## config.mk

```make
export PLATFORM = sky130hd
export DESIGN_NAME = mycpu_store_buffer
export DESIGN_NICKNAME = d
export VERILOG_FILES = /design/src/rtl/mycpu_store_buffer_pkg.sv /design/src/rtl/mycpu_store_align.sv /design/src/rtl/mycpu_store_buffer.sv
export SDC_FILE = /design/constraint.sdc
export NUM_CORES = 1
export LEC_CHECK = 0
export CAP_MARGIN = 20
export CELL_PAD_IN_SITES_DETAIL_PLACEMENT = 2
export CELL_PAD_IN_SITES_GLOBAL_PLACEMENT = 2
export CORE_ASPECT_RATIO = 1.75
export CORE_MARGIN = 5
export CORE_UTILIZATION = 36
export CTS_CLUSTER_SIZE = 16
export DETAILED_ROUTE_END_ITERATION = 6
export HOLD_SLACK_MARGIN = 0.12
export PLACE_DENSITY_LB_ADDON = 0.3
export SLEW_MARGIN = 10
export SYNTH_ARGS = -nofsm -noshare
export SYNTH_HDL_FRONTEND = slang
export SYNTH_SLANG_ARGS = --single-unit
```

## constraint.sdc

```tcl
create_clock -name clk -period 3.2 [get_ports clk]
set_input_delay 0.32 -clock clk [delete_from_list [all_inputs] [get_ports clk]]
set_output_delay 0.32 -clock clk [all_outputs]
set_load 0.1 [all_outputs]
```

## src/rtl/mycpu_store_buffer_pkg.sv

```systemverilog
// Shared store-path definitions: store-size encodings and drain FSM state codes.
// Latency: none (declarations only).
// Backpressure: not applicable.
package mycpu_store_buffer_pkg;

   // Store size field, carried in mode[3:1]
   localparam logic [2:0] SZ_B  = 3'b000;
   localparam logic [2:0] SZ_H  = 3'b001;
   localparam logic [2:0] SZ_W  = 3'b010;
   localparam logic [2:0] SZ_WL = 3'b011;
   localparam logic [2:0] SZ_WR = 3'b100;

   // Drain FSM: one outstanding bus write at a time
   typedef enum logic [1:0] {
      ST_IDLE = 2'd0,
      ST_REQ  = 2'd1,
      ST_WAIT = 2'd2
   } drain_state_e;

endpackage

```

## src/rtl/mycpu_store_align.sv

```systemverilog
// Store alignment: size/offset/data -> lane-aligned byte strobes, write data, misalign flag.
// Latency: purely combinational.
// Backpressure: none; the caller decides whether to queue the result.
module mycpu_store_align
   import mycpu_store_buffer_pkg::*;
#(
   parameter  int DATA_W = 32,
   localparam int BYTES  = DATA_W / 8,
   localparam int OFF_W  = $clog2(BYTES)
) (
   input  logic [2:0]        size,
   input  logic [OFF_W-1:0]  off,
   input  logic [DATA_W-1:0] data,
   output logic [BYTES-1:0]  wstrb,
   output logic [DATA_W-1:0] wdata,
   output logic              misalign,
   output logic              legal
);

   logic [1:0]       k;
   logic [OFF_W-1:0] word_base;
   logic [3:0]       word_strb;
   logic [31:0]      word_dat;
   logic [4:0]       shamt;

   // Byte offset within the addressed 32-bit word, and the lane of that word's byte 0
   assign k         = off[1:0];
   assign word_base = off & ~OFF_W'(3);

   // Decode size into strobes/data; WL/WR build a 4-byte pattern then place it on its word
   always_comb begin
      wstrb     = '0;
      wdata     = '0;
      misalign  = 1'b0;
      legal     = 1'b0;
      word_strb = '0;
      word_dat  = '0;
      shamt     = '0;
      case (size)
         SZ_B: begin
            wstrb = BYTES'(1) << off;
            wdata = {BYTES{data[7:0]}};
            legal = 1'b1;
         end
         SZ_H: begin
            wstrb    = BYTES'(3) << off;
            wdata    = {(BYTES/2){data[15:0]}};
            misalign = off[0];
            legal    = 1'b1;
         end
         SZ_W: begin
            wstrb    = BYTES'(15) << off;
            wdata    = {(BYTES/4){data[31:0]}};
            misalign = (k != 2'b00);
            legal    = 1'b1;
         end
         SZ_WL: begin
            // bytes 0..k receive the most significant register bytes
            word_strb = 4'hF >> (2'd3 - k);
            shamt     = {(2'd3 - k), 3'b000};
            word_dat  = data[31:0] >> shamt;
            wstrb     = BYTES'(word_strb) << word_base;
            wdata     = {(BYTES/4){word_dat}};
            legal     = 1'b1;
         end
         SZ_WR: begin
            // bytes k..3 receive the least significant register bytes
            word_strb = 4'hF << k;
            shamt     = {k, 3'b000};
            word_dat  = data[31:0] << shamt;
            wstrb     = BYTES'(word_strb) << word_base;
            wdata     = {(BYTES/4){word_dat}};
            legal     = 1'b1;
         end
         default: begin
            legal = 1'b0;
         end
      endcase
   end

endmodule

```

## src/rtl/mycpu_store_buffer.sv

```systemverilog
// MEM-stage store buffer: align stores, queue them in a FIFO, drain over req/addr_ok/data_ok.
// Latency: accepted store reaches mem_req two cycles after acceptance when the FIFO was idle.
// Backpressure: in_ready drops while the FIFO is full; a head entry holds until mem_addr_ok.
module mycpu_store_buffer
   import mycpu_store_buffer_pkg::*;
#(
   parameter  int DATA_W = 32,
   parameter  int ADDR_W = 32,
   parameter  int DEPTH  = 4,
   localparam int BYTES  = DATA_W / 8,
   localparam int OFF_W  = $clog2(BYTES),
   localparam int PTR_W  = $clog2(DEPTH),
   localparam int CNT_W  = $clog2(DEPTH + 1)
) (
   input  logic              clk,
   input  logic              reset,
   input  logic              in_valid,
   output logic              in_ready,
   input  logic [5:0]        in_mode,
   input  logic [ADDR_W-1:0] in_addr,
   input  logic [DATA_W-1:0] in_data,
   output logic              ex_ades,
   input  logic [ADDR_W-1:0] ld_addr,
   output logic              ld_conflict,
   output logic              empty,
   output logic              mem_req,
   output logic [ADDR_W-1:0] mem_addr,
   output logic [BYTES-1:0]  mem_wstrb,
   output logic [DATA_W-1:0] mem_wdata,
   input  logic              mem_addr_ok,
   input  logic              mem_data_ok
);

   logic [BYTES-1:0]  al_wstrb;
   logic [DATA_W-1:0] al_wdata;
   logic              al_misalign;
   logic              al_legal;

   logic [ADDR_W-1:0] addr_q [DEPTH];
   logic [BYTES-1:0]  strb_q [DEPTH];
   logic [DATA_W-1:0] data_q [DEPTH];

   logic [PTR_W-1:0]  wr_ptr;
   logic [PTR_W-1:0]  rd_ptr;
   logic [CNT_W-1:0]  count;
   drain_state_e      state_q;
   drain_state_e      state_d;

   logic              accept;
   logic              store_en;
   logic              push;
   logic              pop;
   logic [PTR_W-1:0]  rel   [DEPTH];
   logic [DEPTH-1:0]  hit;
   logic              unused_bits;

   mycpu_store_align #(.DATA_W(DATA_W)) u_align (
      .size     (in_mode[3:1]),
      .off      (in_addr[OFF_W-1:0]),
      .data     (in_data),
      .wstrb    (al_wstrb),
      .wdata    (al_wdata),
      .misalign (al_misalign),
      .legal    (al_legal)
   );

   // Full FIFO refuses new stores even if the head completes this cycle
   assign in_ready = (count != CNT_W'(DEPTH));
   assign accept   = in_valid & in_ready;
   assign store_en = in_mode[4];
   assign push     = accept & store_en & al_legal & ~al_misalign;

   assign mem_addr  = addr_q[rd_ptr];
   assign mem_wstrb = strb_q[rd_ptr];
   assign mem_wdata = data_q[rd_ptr];
   assign empty     = (count == '0) && (state_q == ST_IDLE);

   // Entry storage; the head stays resident until data_ok so conflicts still see it
   always_ff @(posedge clk) begin
      if (push) begin
         addr_q[wr_ptr] <= {in_addr[ADDR_W-1:OFF_W], {OFF_W{1'b0}}};
         strb_q[wr_ptr] <= al_wstrb;
         data_q[wr_ptr] <= al_wdata;
      end
   end

   // Pointers, occupancy, drain state and the misaligned-store pulse
   always_ff @(posedge clk) begin
      if (reset) begin
         wr_ptr  <= '0;
         rd_ptr  <= '0;
         count   <= '0;
         state_q <= ST_IDLE;
         ex_ades <= 1'b0;
      end else begin
         if (push) wr_ptr <= wr_ptr + PTR_W'(1);
         if (pop)  rd_ptr <= rd_ptr + PTR_W'(1);
         count   <= count + CNT_W'(push) - CNT_W'(pop);
         state_q <= state_d;
         ex_ades <= accept & store_en & al_misalign;
      end
   end

   // Drain FSM: request the head, wait for completion, then retire it
   always_comb begin
      state_d = state_q;
      mem_req = 1'b0;
      pop     = 1'b0;
      case (state_q)
         ST_IDLE: begin
            if (count != '0) state_d = ST_REQ;
         end
         ST_REQ: begin
            mem_req = 1'b1;
            if (mem_addr_ok) begin
               if (mem_data_ok) begin
                  pop     = 1'b1;
                  state_d = ST_IDLE;
               end else begin
                  state_d = ST_WAIT;
               end
            end
         end
         ST_WAIT: begin
            if (mem_data_ok) begin
               pop     = 1'b1;
               state_d = ST_IDLE;
            end
         end
         default: state_d = ST_IDLE;
      endcase
   end

   // An entry is live when its distance from the head is below the occupancy
   for (genvar i = 0; i < DEPTH; i++) begin : g_hit
      assign rel[i] = PTR_W'(i) - rd_ptr;
      assign hit[i] = (CNT_W'(rel[i]) < count) &&
                      (addr_q[i][ADDR_W-1:OFF_W] == ld_addr[ADDR_W-1:OFF_W]);
   end
   assign ld_conflict = |hit;

   // Byte-offset bits of the load address and unused mode bits do not matter here
   assign unused_bits = ^{ld_addr[OFF_W-1:0], in_mode[5], in_mode[0]};

endmodule

```

==> flow_summary.toml <==
[synthesis]
post-synth-top-area-cell = "sky130_fd_sc_hd__edfxtp_1"
yosys_warnings = 0
synth_top_cell_area_share_pct = 60.9
yosys-mux-area-fraction_pct = 14.5
synth-main-ff-cell = "sky130_fd_sc_hd__edfxtp_1"
ys_seq_elements = 276
postSynthCellCount = 819
synth.distinct_cells = 52
synth_enable_flop_cells = 264
synth_simple_gate_area_share_pct = 5.29
ys_top_cells_by_count = "sky130_fd_sc_hd__edfxtp_1 (264), sky130_fd_sc_hd__mux4_2 (66), sky130_fd_sc_hd__xnor2_1 (63), sky130_fd_sc_hd__xor2_1 (63), sky130_fd_sc_hd__mux2i_1 (37)"
sequential_fraction_of_the_synthesis_area_pct = 62.8
synth.area.top_cells = "sky130_fd_sc_hd__edfxtp_1 (61%), sky130_fd_sc_hd__mux4_2 (11%), sky130_fd_sc_hd__xnor2_1 (4.2%)"
synth_top_family_by_area = "multiplexers"
synth_area_um2 = 13000
avgSynthCellArea_um2 = 15.9
synth-compound-area-share_pct = 5.36
yosys.area_share.xor_xnor_pct = 8.48
synth_fa_ha_area_share_pct = 1.40
synth_async_sr_flop_share_pct = 0
dominant_cell_by_count_in_the_synthesized_netlist = "sky130_fd_sc_hd__edfxtp_1"

[critical_path]
timing.critical_path.cells = "inv_1 -> ha_1 -> a2111oi_1 -> nand4_1 -> or4_1 -> nand4_1 -> buf_12"
critical_path.most_common_cell = "sky130_fd_sc_hd__nand4_1"
setup.worst_path.end_class = "output port"
setup_crit_path_kind = "register to output port"
number_of_buffer_and_inverter_stages_on_the_critical_path = 2
worst_path_dominant_cell_family = "simple AND/OR/NAND/NOR gates"
critical-path-slowest-cell = "sky130_fd_sc_hd__or4_1"
critPathMaxStageDelay_ns = 0.46
startpoint_type = "register"
r2r-start = "count[2]"
worst-endpoint-required_ns = 2.88
data_arrival_time_of_the_worst_path_ns = 2.74
timing.critical_path.fanout_max = 3
critPathLaunch = "rd_ptr[1]"

[global_routing]
global_route.usage.total_pct = 19.8
number_of_global_route_vias_before_repair = 9076
antenna_found_initial = 2
wire_length_of_the_first_global_routing_pass_um = 59500
globalRouteOverflowTotal = 0
grt_start_max_net_pins = 37

[sta]
final.setup.worst_slack_ns = 0.145
drv_slew = 0
clock_skew_ns = 0.0142
fmax_mhz = 327
tightest_slew_ns = 0.970
grt_setup_unrepaired = "false"
setup_total_negative_slack_ns = 0
finalWorstPathRequiredPeriod_ns = 3.06
setup-violations-final = 0
fin_crit_sh_pct = 95.5
fin_hold_ws_ns = 0.422
timing_hold_violations_final = 0
worst_slew_margin_rel_pct = 35.1

[cts]
tritoncts.num_buffers = 27
clock-sinks = 276
source_to_sink_clock_delay_at_the_later_pin_of_the_worst_skew_pair_ns = 0.53
clock_tree.buffer_depth = 3
clockRootBuffer = "sky130_fd_sc_hd__clkbuf_16"
post-cts-setup-buffer-count = 0
clk_pin_slew_ns = 0.06
tritoncts = "yes"
cts.htree.levels = 1

[detailed_routing]
drt_pass1_iterations = 6
totalWireLength_um = 40400
drt_first_iter_violations = 385
drc_errors = 0
route.antenna.remaining_nets = 0
drt-wirelength-per-cell_um = 26.9
vias = 8043
drt-vias-per-instance = 5.35

[floorplan]
die-height_um = 262
rows = 92
die-width_um = 154
design.portCount = 180
effective_utilization_at_floorplan_pct = 36.2
floorplan_core_area_um2 = 35900
die-area_um2 = 40200

[finish]
nets = 1136
final_util_pct = 45.1
n_antenna_cell = 0
drive_gt1_share_pct = 22.0
area_delta_synth_final_pct = 24.5

[power_and_ir_drop]
power-per-cell-area_nw_per_um2 = 529
max-vdd-ir-drop_mv = 0.420
total_leakage_power_nw = 5.39
report.power.total_w = 0.00858

[place]
pre_cts_slack_ns = 0.0497
io_buffers = 173
place_congestion = 0.866
detailed_place_hpwl_um = 30500

[hold_path]
hold_path.startpoint = "in_addr[10]"
hold_path_class = "input port to register"

[run_status]
outcome = "complete, no violations"

[run]
timing.max_cap.violations = 0
## stage by stage
stage | area [um^2] | cells
after global placement | 15400 | 1456
after CTS | 16200 | 1504
after floorplan | 13000 | 820
after detailed placement | 15400 | 1456
final | 16200 | 1504
after global routing | 16200 | 1504
## kinds of logic after synthesis
family          after synthesis
other cells                   1
mux                         106
fa+ha+maj                    14
buf+inv                      62
xor+xnor                    126
simple gates                131
compound gates              103
flops                       276
## cell usage in the layout, fill, tap and decap left out, types with 13 or more instances in the layout
cell type                         instances
sky130_fd_sc_hd__nor2_1                  21
sky130_fd_sc_hd__nor2b_1                 15
sky130_fd_sc_hd__nor4_1                  16
sky130_fd_sc_hd__a22oi_1                 15
sky130_fd_sc_hd__ha_1                    13
sky130_fd_sc_hd__xnor2_1                 63
sky130_fd_sc_hd__edfxtp_1               264
sky130_fd_sc_hd__buf_4                   95
sky130_fd_sc_hd__clkdlybuf4s50_1        103
sky130_fd_sc_hd__o21ai_0                 21
sky130_fd_sc_hd__mux2i_1                 37
sky130_fd_sc_hd__mux4_2                  66
sky130_fd_sc_hd__xor2_1                  63
sky130_fd_sc_hd__nand2_1                 32
sky130_fd_sc_hd__a21oi_1                 28
sky130_fd_sc_hd__clkbuf_16               27
sky130_fd_sc_hd__nand4_1                 18
sky130_fd_sc_hd__inv_1                   16
## report_power, final
group	switching [W]	total, W	leakage (nW)	internal (W)
Sequential	0.0000444	0.00409	2.50	0.00405
Clock	0.00131	0.00293	0.394	0.00161
Combinational	0.00107	0.00156	2.49	0.000492
Total	0.00243	0.00858	5.39	0.00615
## metal layers
layer | share of wire, % | vias to the layer above | GRT usage, %
li1 | - | 3601 | -
met1 | 34 | 4159 | 20.0
met2 | 58 | 210 | 40.2
met3 | 3.2 | 69 | 2.13
met4 | 5.0 | 4 | 8.91
met5 | 0.057 | - | 0
## layout make-up
class	count	area, um^2
flip-flops and latches	276	8180
clock buffers	28	679
fillers	3513	19700
multi-input cells	482	4590
inverters	18	67.6
repair buffers	210	1980
clock inverters	20	121
well taps	470	588
## sequential cells by signal (all words and copies together) (netlist names), named ones only
register / cells
rd_ptr: 2
state_q: 2
addr_q: 120
count: 3
strb_q: 16
ex_ades: 1
data_q: 128
wr_ptr: 2
## path summary, 6_finish.rpt
| path | end | slack [ns] | cells past startpoint |
|---|---|---|---|
| min | addr_q[2][8] | 0.42 | 1 |
| min reg2reg | wr_ptr[1] | 0.54 | 2 |
| max reg2reg | count[2] | 0.72 | 10 |
| max | ld_conflict | 0.14 | 7 |
## repair_timing
| item | in CTS | in global routing |
|---|---|---|
| gates cloned | 0 | 0 |
| resized for setup | 3 | 3 |
| hold buffers | 0 | 0 |
| setup endpoints to repair | 1 | 1 |
| pin swaps | 1 | 1 |
## worst reg2reg max path, stage by stage (launching register included)
cell and delay (ns):
sky130_fd_sc_hd__dfxtp_1 0.46, sky130_fd_sc_hd__inv_2 0.13, sky130_fd_sc_hd__or3_1 0.38, sky130_fd_sc_hd__and3_1 0.30
sky130_fd_sc_hd__nand2_1 0.10, sky130_fd_sc_hd__ha_1 0.13, sky130_fd_sc_hd__inv_1 0.04, sky130_fd_sc_hd__ha_1 0.18
sky130_fd_sc_hd__fa_1 0.41, sky130_fd_sc_hd__xnor2_1 0.17, sky130_fd_sc_hd__nor2_1 0.06
(Power assumes the default switching activity.)
